## src/rtl/pipe_hazard_unit.sv

```systemverilog
// Scoreboard-based hazard unit: tracks destination registers in flight after ID,
// selects forwarding sources, and interlocks on load-use (or on any RAW hazard without forwarding).
module pipe_hazard_unit #(
  parameter int NREG_AW    = 5,
  parameter int DEPTH      = 3,
  parameter int LOAD_STAGE = 2,
  parameter int FWD_EN     = 1
) (
  input  logic               clk,
  input  logic               clrn,
  input  logic               id_valid,
  input  logic [NREG_AW-1:0] id_rs,
  input  logic [NREG_AW-1:0] id_rt,
  input  logic               id_use_rs,
  input  logic               id_use_rt,
  input  logic               id_wreg,
  input  logic [NREG_AW-1:0] id_wn,
  input  logic               id_m2reg,
  input  logic               redirect,
  output logic               stall,
  output logic               flush,
  output logic [2:0]         fwd_a,
  output logic [2:0]         fwd_b,
  output logic [15:0]        stall_cnt
);

  // Scoreboard: stage 1 is EX, stage DEPTH is WB.
  logic [DEPTH:1]     v;
  logic [DEPTH:1]     ld;
  logic [NREG_AW-1:0] wn [1:DEPTH];

  logic [DEPTH:1] hit_a;
  logic [DEPTH:1] hit_b;
  logic [2:0]     sel_a;
  logic [2:0]     sel_b;
  logic           ld_haz_a;
  logic           ld_haz_b;
  logic           any_early;
  logic           stall_req;

  always_comb begin
    // NOTE: every variable gets a default before any conditional logic, so no latch is inferred.
    hit_a     = '0;
    hit_b     = '0;
    sel_a     = '0;
    sel_b     = '0;
    ld_haz_a  = 1'b0;
    ld_haz_b  = 1'b0;
    any_early = 1'b0;
    for (int k = 1; k <= DEPTH; k++) begin
      hit_a[k] = id_valid && id_use_rs && v[k] && (wn[k] == id_rs) && (id_rs != '0);
      hit_b[k] = id_valid && id_use_rt && v[k] && (wn[k] == id_rt) && (id_rt != '0);
    end
    // Scan oldest to youngest so the last assignment is the youngest producer.
    for (int k = DEPTH; k >= 1; k--) begin
      if (hit_a[k]) begin
        sel_a    = 3'(k);
        ld_haz_a = ld[k] && (k < LOAD_STAGE);
      end
      if (hit_b[k]) begin
        sel_b    = 3'(k);
        ld_haz_b = ld[k] && (k < LOAD_STAGE);
      end
      if ((k < DEPTH) && (hit_a[k] || hit_b[k])) any_early = 1'b1;
    end
  end

  // Without forwarding only a producer already in WB is visible through the register file.
  assign stall_req = (FWD_EN != 0) ? (ld_haz_a || ld_haz_b) : any_early;
  assign stall     = stall_req && !redirect;
  assign flush     = redirect;
  assign fwd_a     = (FWD_EN != 0) ? sel_a : 3'd0;
  assign fwd_b     = (FWD_EN != 0) ? sel_b : 3'd0;

  always_ff @(posedge clk) begin
    if (clrn) begin
      // NOTE: the destination fields are reset too; they are a few flops and this keeps X out of the comparators.
      v         <= '0;
      ld        <= '0;
      stall_cnt <= '0;
      for (int k = 1; k <= DEPTH; k++) wn[k] <= '0;
    end else begin
      // NOTE: non-blocking updates let each stage take its neighbour's pre-edge value regardless of loop order.
      for (int k = DEPTH; k >= 2; k--) begin
        v[k]  <= v[k-1];
        wn[k] <= wn[k-1];
        ld[k] <= ld[k-1];
      end
      if (!stall && !redirect) begin
        v[1]  <= id_valid && id_wreg && (id_wn != '0);
        wn[1] <= id_wn;
        ld[1] <= id_m2reg;
      end else begin
        v[1]  <= 1'b0;
        wn[1] <= '0;
        ld[1] <= 1'b0;
      end
      if (stall && (stall_cnt != 16'hFFFF)) stall_cnt <= stall_cnt + 16'd1;
    end
  end

endmodule

```

## config.mk

```make
export PLATFORM = sky130hd
export DESIGN_NAME = pipe_hazard_unit
export DESIGN_NICKNAME = d
export VERILOG_FILES = /design/src/rtl/pipe_hazard_unit.sv
export SDC_FILE = /design/constraint.sdc
export NUM_CORES = 1
export LEC_CHECK = 0
export BUFFER_PORTS_ARGS = -buffer_cell sky130_fd_sc_hd__buf_2
export CORE_MARGIN = 3
export CORE_UTILIZATION = 55
export CTS_BUF_LIST = sky130_fd_sc_hd__clkbuf_8
export DETAILED_ROUTE_END_ITERATION = 8
export PLACE_DENSITY = 0.81
export SETUP_SLACK_MARGIN = 0.1
export SYNTH_ARGS = -nofsm -noshare
export SYNTH_HDL_FRONTEND = slang
export SYNTH_SLANG_ARGS = --single-unit
```

## constraint.sdc

```tcl
create_clock -name clk -period 2.4 [get_ports clk]
set_input_delay 0.24 -clock clk [delete_from_list [all_inputs] [get_ports clk]]
set_output_delay 0.24 -clock clk [all_outputs]
set_load 0.01 [all_outputs]
```

==> flow_summary.toml <==
[floorplan]
ioPinCount = 47
row_count = 21
core_area_um2 = 3420
die_w_um = 66.4
die_area_um2 = 4400
start_util = 0.586
die_h_um = 66.4

[synth]
ys_ff_latch = 35
yosysUniqueCellTypes = 46
netlist_area_um2 = 2000
synth_top_area_cell = "dfxtp_1"
yosys_warnings = 0
synth_edf_count = 5
async_reset_ff_frac = 0
syn_inst = 208
synthFlopType = "dfxtp_1"
ys_seq_area_frac = 0.375
synth.avg_cell_area_um2 = 9.63
synth_top_cell_area_share = 0.300
yosys-top-cells-area = "dfxtp_1 (30%), edfxtp_1 (7.5%), xor2_1 (7.4%), nor2b_1 (6.6%), xnor2_1 (6.1%)"

[global_routing]
overflow = 0
antenna_found_initial = 0
grt_pass1_wl_um = 6800
grt_pass1_vias = 1379
grt_max_degree = 39
grtUsageTotal = 0.205

[power]
vdd_drop_max_mv = 0.389
leakagePower_nw = 1.01
power.density_nw_per_um2 = 489

[route]
postRouteAntennaNets = 0
via_per_inst = 5.43
drt_first_pass_iters = 4
via_count = 1657
routedWlPerCell_um = 14.6
drt-total-wl_um = 4450
drc = 0
drt_iter0_drc = 94

[placed_design]
place_congestion = 0.891
hpwlAfterDp_um = 3230
placed_area_um2 = 2250
port_buffers = 44

[layout]
regArea_um2 = 751
fillers = 274
diodes = 0
final_common_cell = "buf_2"
drive_above_1_share = 0.282
final_cell_mix = "buf_2 (44), dfxtp_1 (30), nor2b_1 (21), xor2_1 (17)"
multiInputGateArea_um2 = 1270
area_growth_pct = 20.2
stdcell_area_um2 = 2410
num-nets-final = 282

[worst_setup_path]
startpoint_type = "flop"
path_cells = "xor2_1 -> nor4_2 -> and4_4 -> o21ai_2 -> nor4_2 -> mux2_1"
crit_required_ns = 2.57
cp-end-kind = "flop"
critPathLaunch = "wn[0][6]$_SDFFCE_PP0P_"
reg2reg_to = "stall_cnt[13]$_SDFFE_PP0P_"
cp_max_fo = 7
slowest_delay_ns = 0.47
rr_worst_depth = 6
regToRegSetupSlack_ns = 0.16
timing.rr.start = "wn[0][6]$_SDFFCE_PP0P_"
slowest_stage = "edfxtp_1"
cp_common_cell = "nor4_2"
cp_top_family = "simple AND/OR/NAND/NOR gates"
path_class = "reg2reg"
arrival_ns = 2.41
path_buf_inv = 0

[hold_path]
hold_path.class = "in2reg"
worstHoldEndpoint = "ld[1]$_SDFF_PP0_"
min-delay-start = "id_m2reg"
min_path_cells = 2

[timing]
finalSetupViolCount = 0
finalMaxSlewViolations = 0
fin_tns_setup_ns = 0
fin_crit_sh = 0.933
rsz0062_at_grt = "no"
period_needed_ns = 2.24
hold_violations = 0
worst-slew-pin-transition_ns = 0.672
clock_skew_ns = 0.00331
max_freq_mhz = 446
relSlewSlack = 0.552

[outcome]
outcome = "complete, no violations"

[clock_network]
htreeDepth = 2
root_buffer = "clkbuf_8"
holdBufCountCts = 0
cts_tree = "built"
clkTransAtPathRegs_ns = 0.07
clockBufferDepth = 2
cts-buffers-inserted = 5
clk_latency_ns = 0.28
clock-sinks = 35

[job]
drv_cap = 0
kinds of logic after synthesis:
logic type	share of synthesized area
adders and majority gates	0.00625
other	0.00375
DFF	0.375
xor gates and xnor gates	0.136
AOI/OAI and AO/OA	0.102
muxes	0.0556
buffers and inverters	0.0306
and+or+nand+nor	0.292
through the flow:
step                setup slack, ns  total power (W)   util  hold slack [ns]  instances
floorplan                     0.340         0.000720      -            0.362        213
global placement              0.161         0.000765  0.658            0.459        294
detailed placement            0.102         0.000768  0.658            0.450        294
CTS                           0.131          0.00118  0.685            0.151        302
global route                 0.0178          0.00123  0.705            0.173        305
finish                        0.160          0.00118  0.705            0.159        305
state kept, by name, indices dropped and copies added (netlist names):
register   cells
wn            15
stall_cnt     16
ld             1
v              3
per-layer routing:
layer  vias to the layer above  GRT usage  routed length (um)
met4                         0     0.0609                  39
met3                         4     0.0493                 264
met1                       783      0.295                2070
met2                        42      0.300                2080
met5                         -          0                   0
li1                        828          -                   -
area by class of cell:
class,count,share of cell area
Inverter,2,0.00312
Timing Repair Buffer,46,0.0977
Clock buffer,5,0.0286
Sequential cell,35,0.312
Clock inverter,3,0.00832
Tap cell,46,0.0239
Multi-Input combinational cell,168,0.527
what timing repair did:
action,CTS,global route
setup endpoints to repair,1,9
cloned,0,1
gates resized for setup,1,7
pin swaps,0,6
setup buffers,0,2
endpoints found under the hold margin,0,0
power by group:
| part | leakage, nW | switching [W] | internal (W) |
|---|---|---|---|
| clock network | 0.0418 | 0.000215 | 0.000202 |
| registers | 0.292 | 0.0000197 | 0.000612 |
| logic | 0.677 | 0.0000701 | 0.0000591 |
worst max-delay path by stage:
stage / endpoint / cells after the start
after global routing: stall_cnt[13]$_SDFFE_PP0P_ / 6
after CTS: stall_cnt[15]$_SDFFE_PP0P_ / 6
after global placement: wn[0][5]$_SDFFCE_PP0P_ / 7
after floorplan: stall_cnt[12]$_SDFFE_PP0P_ / 7
final: stall_cnt[13]$_SDFFE_PP0P_ / 6
after detailed placement: stall_cnt[12]$_SDFFE_PP0P_ / 6
cell usage after synthesis (2+ instances only):
master,number
nand2_1,10
dfxtp_1,30
a21oi_1,5
mux2_4,3
conb_1,2
nor2b_1,21
edfxtp_1,5
nor4_2,2
o21ba_1,2
a21o_1,2
o2111a_1,2
xnor2_1,14
clkbuf_1,4
o211ai_4,2
xor2_1,17
and3_1,3
nor3_1,2
nor2_1,15
o21ai_0,4
buf_4,3
inv_1,2
or4_1,4
mux2_1,5
and2_1,6
nand3_1,6
nand4_1,6
or3_1,3
nor4_1,9
nand2b_1,2
Power figures use the tool's default switching activity.
